<file path="src/rtl/led_blinker_mc.sv">
// Multi-channel LED driver: per-channel OFF / ON / BLINK / PWM with registered outputs.
// Optional `LED_SYNC_EN adds a SYNC input that phase-aligns all BLINK/PWM channels.
module led_blinker_mc #(
  parameter int unsigned NCH   = 4,
  parameter int unsigned WIDTH = 32,
  parameter int unsigned PWM_W = 8,
  parameter int unsigned CHW   = 4
) (
  input  logic             CLK,
  input  logic             RST,
  input  logic             CFG_WE,
  input  logic [CHW-1:0]   CFG_CH,
  input  logic [1:0]       CFG_MODE,
  input  logic [WIDTH-1:0] CFG_PERIOD,
  input  logic [PWM_W-1:0] CFG_DUTY,
  output logic             CFG_ACK,
  output logic             CFG_ERR,
  output logic [NCH-1:0]   ULED
`ifdef LED_SYNC_EN
  ,
  input  logic             SYNC
`endif
);

  typedef enum logic [1:0] {
    ModeOff   = 2'd0,
    ModeOn    = 2'd1,
    ModeBlink = 2'd2,
    ModePwm   = 2'd3
  } mode_e;

  mode_e            mode_q   [NCH];
  mode_e            mode_d   [NCH];
  logic [WIDTH-1:0] period_q [NCH];
  logic [WIDTH-1:0] period_d [NCH];
  logic [PWM_W-1:0] duty_q   [NCH];
  logic [PWM_W-1:0] duty_d   [NCH];
  logic [WIDTH-1:0] sub_q    [NCH];
  logic [WIDTH-1:0] sub_d    [NCH];
  logic [PWM_W-1:0] pwm_q    [NCH];
  logic [PWM_W-1:0] pwm_d    [NCH];
  logic [NCH-1:0]   led_q, led_d;
  logic             ack_q, ack_d;
  logic             err_q, err_d;
  logic             wr_valid;
  logic             sync;

`ifdef LED_SYNC_EN
  assign sync = SYNC;
`else
  assign sync = 1'b0;
`endif

  assign wr_valid = 32'(CFG_CH) < NCH;

  always_comb begin
    led_d = led_q;
    ack_d = CFG_WE & wr_valid;
    err_d = CFG_WE & ~wr_valid;
    for (int unsigned i = 0; i < NCH; i++) begin
      mode_d[i]   = mode_q[i];
      period_d[i] = period_q[i];
      duty_d[i]   = duty_q[i];
      sub_d[i]    = sub_q[i];
      pwm_d[i]    = pwm_q[i];
      unique case (mode_q[i])
        ModeOff: led_d[i] = 1'b0;
        ModeOn:  led_d[i] = 1'b1;
        ModeBlink: begin
          if (sub_q[i] == period_q[i]) begin
            sub_d[i] = '0;
            led_d[i] = ~led_q[i];
          end else begin
            sub_d[i] = sub_q[i] + WIDTH'(1);
          end
        end
        ModePwm: begin
          if (sub_q[i] == period_q[i]) begin
            sub_d[i] = '0;
            pwm_d[i] = pwm_q[i] + PWM_W'(1);
          end else begin
            sub_d[i] = sub_q[i] + WIDTH'(1);
          end
          // Compare uses the pre-edge phase, giving a one-cycle lag.
          led_d[i] = pwm_q[i] < duty_q[i];
        end
        default: led_d[i] = 1'b0;
      endcase
      if (sync) begin
        sub_d[i] = '0;
        pwm_d[i] = '0;
        if (mode_q[i] == ModeBlink || mode_q[i] == ModePwm) led_d[i] = 1'b0;
      end
      // A write restarts the channel from zero phase, overriding everything above.
      if (CFG_WE && wr_valid && (32'(CFG_CH) == i)) begin
        mode_d[i]   = mode_e'(CFG_MODE);
        period_d[i] = CFG_PERIOD;
        duty_d[i]   = CFG_DUTY;
        sub_d[i]    = '0;
        pwm_d[i]    = '0;
        led_d[i]    = (mode_e'(CFG_MODE) == ModeOn);
      end
    end
  end

  always_ff @(posedge CLK or posedge RST) begin
    if (RST) begin
      for (int unsigned i = 0; i < NCH; i++) begin
        mode_q[i]   <= ModeOff;
        period_q[i] <= '0;
        duty_q[i]   <= '0;
        sub_q[i]    <= '0;
        pwm_q[i]    <= '0;
      end
      led_q <= '0;
      ack_q <= 1'b0;
      err_q <= 1'b0;
    end else begin
      for (int unsigned i = 0; i < NCH; i++) begin
        mode_q[i]   <= mode_d[i];
        period_q[i] <= period_d[i];
        duty_q[i]   <= duty_d[i];
        sub_q[i]    <= sub_d[i];
        pwm_q[i]    <= pwm_d[i];
      end
      led_q <= led_d;
      ack_q <= ack_d;
      err_q <= err_d;
    end
  end

  assign ULED    = led_q;
  assign CFG_ACK = ack_q;
  assign CFG_ERR = err_q;

endmodule
</file>
<file path="config.mk">
export PLATFORM = sky130hd
export DESIGN_NAME = led_blinker_mc
export DESIGN_NICKNAME = d
export VERILOG_FILES = /design/src/rtl/led_blinker_mc.sv
export SDC_FILE = /design/constraint.sdc
export NUM_CORES = 1
export LEC_CHECK = 0
export ABC_CLOCK_PERIOD_IN_PS = 17800
export BUFFER_PORTS_ARGS = -buffer_cell sky130_fd_sc_hd__buf_2
export CAP_MARGIN = 15
export CORE_MARGIN = 4
export CORE_UTILIZATION = 55
export CTS_CLUSTER_SIZE = 12
export DETAILED_ROUTE_END_ITERATION = 12
export HOLD_SLACK_MARGIN = 0.05
export MAX_ROUTING_LAYER = met4
export PLACE_DENSITY = 0.72
export SLEW_MARGIN = 0
export SYNTH_ARGS = -nofsm -noshare
export SYNTH_HDL_FRONTEND = slang
export SYNTH_SLANG_ARGS = --single-unit
export TNS_END_PERCENT = 20
</file>
<file path="constraint.sdc">
create_clock -name CLK -period 17.8 [get_ports CLK]
set_input_delay 0 -clock CLK [delete_from_list [all_inputs] [get_ports CLK]]
set_output_delay 0 -clock CLK [all_outputs]
set_load 0.02 [all_outputs]
</file>
== Word-level counts from Yosys, hierarchy flattened ==
Cells that the tools add are included.

* Add/sub/neg operators: 8
* $lt $le $gt $ge: 5
* Eq/ne operators: 24
* Mux-type cells: 36
* Bitwise operators: 7
* Reduce and logical (&&, ||, !) cells: 30

{| class="wikitable"
|+ Operators by type and width
! cell !! count
|-
| 2-to-1 mux 32 bit || 12
|-
| adder 32 x 1 -> 32 bit (second input constant) || 4
|-
| == test 32 bit || 4
|-
| 2-to-1 mux 8 bit || 12
|-
| adder 8 x 1 -> 8 bit (second input constant) || 4
|-
| < comparator 8 bit || 4
|-
| nonzero test 2 bit || 12
|-
| == test 2 bit (second input constant) || 8
|-
| one-hot mux 1 bit (4 select lines) || 4
|-
| != test 3 x 2 -> 1 bit (second input constant) || 4
|-
| == test 2 x 1 -> 1 bit (second input constant) || 5
|-
| == test 4 x 2 -> 1 bit (second input constant) || 2
|-
| zero test 2 bit || 4
|-
| 2-to-1 mux 1 bit || 8
|-
| AND reduction 2 bit || 4
|-
| OR reduction 2 bit || 4
|-
| logical AND 1 bit || 5
|-
| inverter 1 bit || 5
|-
| == test 4 x 1 -> 1 bit (second input constant) || 1
|-
| zero test 4 bit || 1
|-
| < comparator 4 x 3 -> 1 bit (second input constant) || 1
|-
| bitwise AND 1 bit || 2
|}

* Flip-flop bits (word level): 334
* Input bits: 49
* Output and inout port bits: 6
* Logic and storage cells: 136

== Logic depth before layout (Yosys ltp) ==
* Depth after elaboration: 5
* Depth in mapped cells: 9

== Worst setup path after synthesis ==
Ideal clock, no wire load.

* Path kind: flip-flop to flip-flop
* Start: reg sub_q[96] (netlist name)
* End: reg sub_q[120] (netlist name)
* Library setup time: 0.129 ns
* Arrival: 2.268 ns
* Required time: 17.671 ns
* Path slack: 15.403 ns
* Stages on the path, launching flop included: 9
* Buffers on the path: 1
* Cell sequence: dfrtp_1 > ha_1 > nand3_2 > or4_4 > buf_6 > or4_1 > and2_1 > a32oi_1 > o31ai_1

* Cells in the longest elaborated chain, start to end: 4

{| class="wikitable"
|+ Ends and longest elaborated chain
! element !! line !! source
|-
| from (decl) || 38 || <nowiki>logic [WIDTH-1:0] sub_q [NCH];</nowiki>
|-
| from (signal, indexed assignment) || 123 || <nowiki>sub_q[i] <= sub_d[i];</nowiki>
|-
| adder 32 x 1 -> 32 bit or == test 32 bit (tied branches) || -- ||
|-
| 2-to-1 mux 32 bit (*) || 70, 78 ||
|-
| 2-to-1 mux 32 bit (*) || -- ||
|-
| 2-to-1 mux 32 bit (*) || 95 || <nowiki>if (CFG_WE && wr_valid && (32'(CFG_CH) == i)) begin</nowiki>
|}

Every way passes the cells marked *; elsewhere a longest branch is shown, timed or not. The select of a mux whose other input is x is not followed.
A chain may end at the register's enable or synchronous reset.

== Worst setup path in the final report ==
* Start: reg sub_q[44] (netlist name)
* End: reg sub_q[55] (netlist name)

Same word-level chain as after synthesis.

==> results.cfg <==
[timing]
timing.fmax_mhz = 317
maxSlewViolCount = 0
max_slew_margin_pct = 32.2
rsz0062_at_grt = false
fin_crit_sh_pct = 17.7
tns_ns = 0
fin_crit_ns = 3.16
finalClockSkew_ns = 0.0121
tightest_slew_ns = 1.02
hold_viol_final = 0
setup_viol = 0

[yosys]
syn-num-nets = 2043
synth_top_area_share_pct = 48.3
synth_cell_type_count = 65
synthTopCellsByArea = dfrtp_1 48%, nand2_1 12%, xor2_1 6.8%
yosys_warnings = 0
syn_area_um2 = 17300
yosysSeqAreaShare_pct = 48.3
async_reset_ff_share_pct = 100
synth_flop_cell = dfrtp_1
synth_enable_flop_cells = 0
synth_top_area_cell = dfrtp_1
yosys-top-cells-count = 541 x nand2_1, 334 x dfrtp_1, 135 x xor2_1, 126 x nor2_1, 85 x o21ai_0
synth-seq-cells = 334
synth.most_common_cell = nand2_1
avgSynthCellArea_um2 = 8.85
synthesis.instances = 1958

[critical_path]
worstSetupStartpointType = flop
criticalPathCategory = reg2reg
cp-end-kind = flop
path_cells = xor2_1 -> nor4_1 -> nand4_1 -> or2_1 -> o21ai_1 -> nor2_1
path_buf_inv = 0
cp.arrival_ns = 3.52
critPathMaxStageDelay_ns = 0.91
crit_fanout = 22
crit_family = simple AND/OR/NAND/NOR gates
cp_slowest_cell = o21ai_1
cp_data_required_time_ns = 18.16

[global_routing]
grt_most_used_layer = met2
grt.met1_usage_pct = 41.5
antenna_found_initial = 0
grt_pass1_wl_um = 79100
met3_usage_pct = 4.12
grt_pass1_vias = 14200
grt-ovfl-total = 0
grt_max_degree = 108
grt.total_usage_pct = 30.0
use_met2_pct = 45.4

[floorplanning]
dieArea_um2 = 34400
start_util_pct = 56.2
design.core.area_um2 = 30800
die_w_um = 185
rows = 64
ios = 55
die_y_um = 185

[routing]
wl_per_cell_um = 20.1
drc_errors = 0
vias = 14600
drt_first_pass_iters = 5
vias_per_cell = 5.96
drtAntennaViolNets = 0
drt-total-wl_um = 49400
first_iter_violations = 1577

[finish]
multi_input_area_um2 = 8430
seq_area_um2 = 8360
nets = 2115
drive_above_1_share_pct = 7.79
syn_to_final_growth_pct = 13.4
nFillCells = 2499
diodes = 0
final_core_util_pct = 63.7
stdcell_area_um2 = 19600

[placement]
dpl_cell_area_um2 = 17900
place_congestion = 0.876
hpwl_um = 31700
portBuffers = 54

[cts]
cts_root_buf = clkbuf_16
clock-sinks = 334
path_clk_slew_ns = 0.06
post_cts_buffers = 0
cts_tree = built
cts_buffer_depth = 3
h-tree-depth = 2
cts_buffers = 37
clk_latency_ns = 0.52

[min_path]
worstHoldPathType = in2reg

[job]
drv_cap = 0

[status]
outcome = complete, no violations

[pwr]
cellLeakagePower_nw = 9.35
p_per_area_nw_per_um2 = 112
finalPower_mw = 2.20
vdd_drop_max_mv = 0.0701
## flip-flops by register name, indices dropped and copies added (netlist names)
signal and cells:
sub_q 128, ULED 4, CFG_ERR 1, CFG_ACK 1
period_q 128, duty_q 32, pwm_q 32, mode_q 8
## worst register-to-register path, stage by stage (launching register included)
cell and delay, ns:
dfrtp_1 0.45, xor2_1 0.19, nor4_1 0.41, nand4_1 0.33, or2_1 0.59, o21ai_1 0.91, nor2_1 0.13
## layout by cell type, fill, tap and decap left out, drive strengths merged, types with 7 or more instances in the layout
cell,Yosys,layout
ha,36,36
nor3,41,41
or2,7,7
and3,29,29
inv,50,51
o21a,9,9
and2,16,16
a21oi,33,33
nor4b,10,10
buf,19,77
dlygate4sd3,0,48
a31oi,9,9
or4,15,15
nand2,541,541
nand4,47,47
nor2b,9,9
and4,12,12
dfrtp,334,334
nand3,74,74
nand2b,17,17
o21ai,89,89
xor2,135,135
nor4,43,43
clkbuf,73,60
o31ai,15,15
a31o,9,9
a32o,9,9
mux2i,10,10
nor2,126,126
a41oi,10,10
xnor2,69,69
## timing repair
| item | CTS | global route |
|---|---|---|
| hold endpoints to repair | 276 | 0 |
| endpoints found under the setup margin | 0 | 0 |
| gates resized for setup | 0 | 0 |
| hold buffers | 48 | 0 |
## worst paths after layout
kind | startpoint | to | slack, ns | depth (start not counted)
min | CFG_CH[0] | pwm_q[22] | 0.10 | 4
max reg2reg | sub_q[44] | sub_q[55] | 14.64 | 6
max | sub_q[44] | sub_q[55] | 14.64 | 6
min reg2reg | duty_q[8] | duty_q[8] | 0.49 | 2
max in group asynchronous | RST | sub_q[29] | 15.38 | 6
min in group asynchronous | RST | pwm_q[16] | 0.16 | 3
## cell type report
type	count	area share (%)
Multi-Input combinational cell	1481	42.9
Clock inverter	4	0.389
Clock buffer	60	5.78
Timing Repair Buffer	125	4.82
Inverter	51	1.01
Tap cell	396	2.52
Sequential cell	334	42.5
## metal layers
metal	part of all wire, %	vias to the layer above	routed length [um]
li1	-	6773	-
met1	43	7126	21200
met2	46	596	22600
met5	0	-	0
met4	4.4	0	2160
met3	6.8	116	3350
## power by group
part	switching, mW	internal (mW)	leakage, nW	total (mW)
Sequential	0.132	0.885	4.28	1.02
Combinational	0.237	0.173	4.48	0.410
Clock	0.306	0.464	0.586	0.770
## stage by stage
step / hold slack (ns) / setup slack (ns) / instances
CTS: 0.0816 / 14.70 / 2449
global placement: 0.216 / 14.74 / 2337
detailed placement: 0.215 / 14.70 / 2337
global route: 0.124 / 14.33 / 2451
floorplan: 0.0692 / 8.55 / 1958
finish: 0.103 / 14.64 / 2451
## cell families after synthesis
kind of cell    Yosys count  synth area share, %
flops                   334                 48.3
compound gates          218                 8.06
mux                      13                0.773
buf+inv                 143                 3.19
xor+xnor                204                 10.3
simple gates           1010                 26.8
fa+ha+maj                36                 2.60
Note: power is estimated with default switching activity, not from simulation.
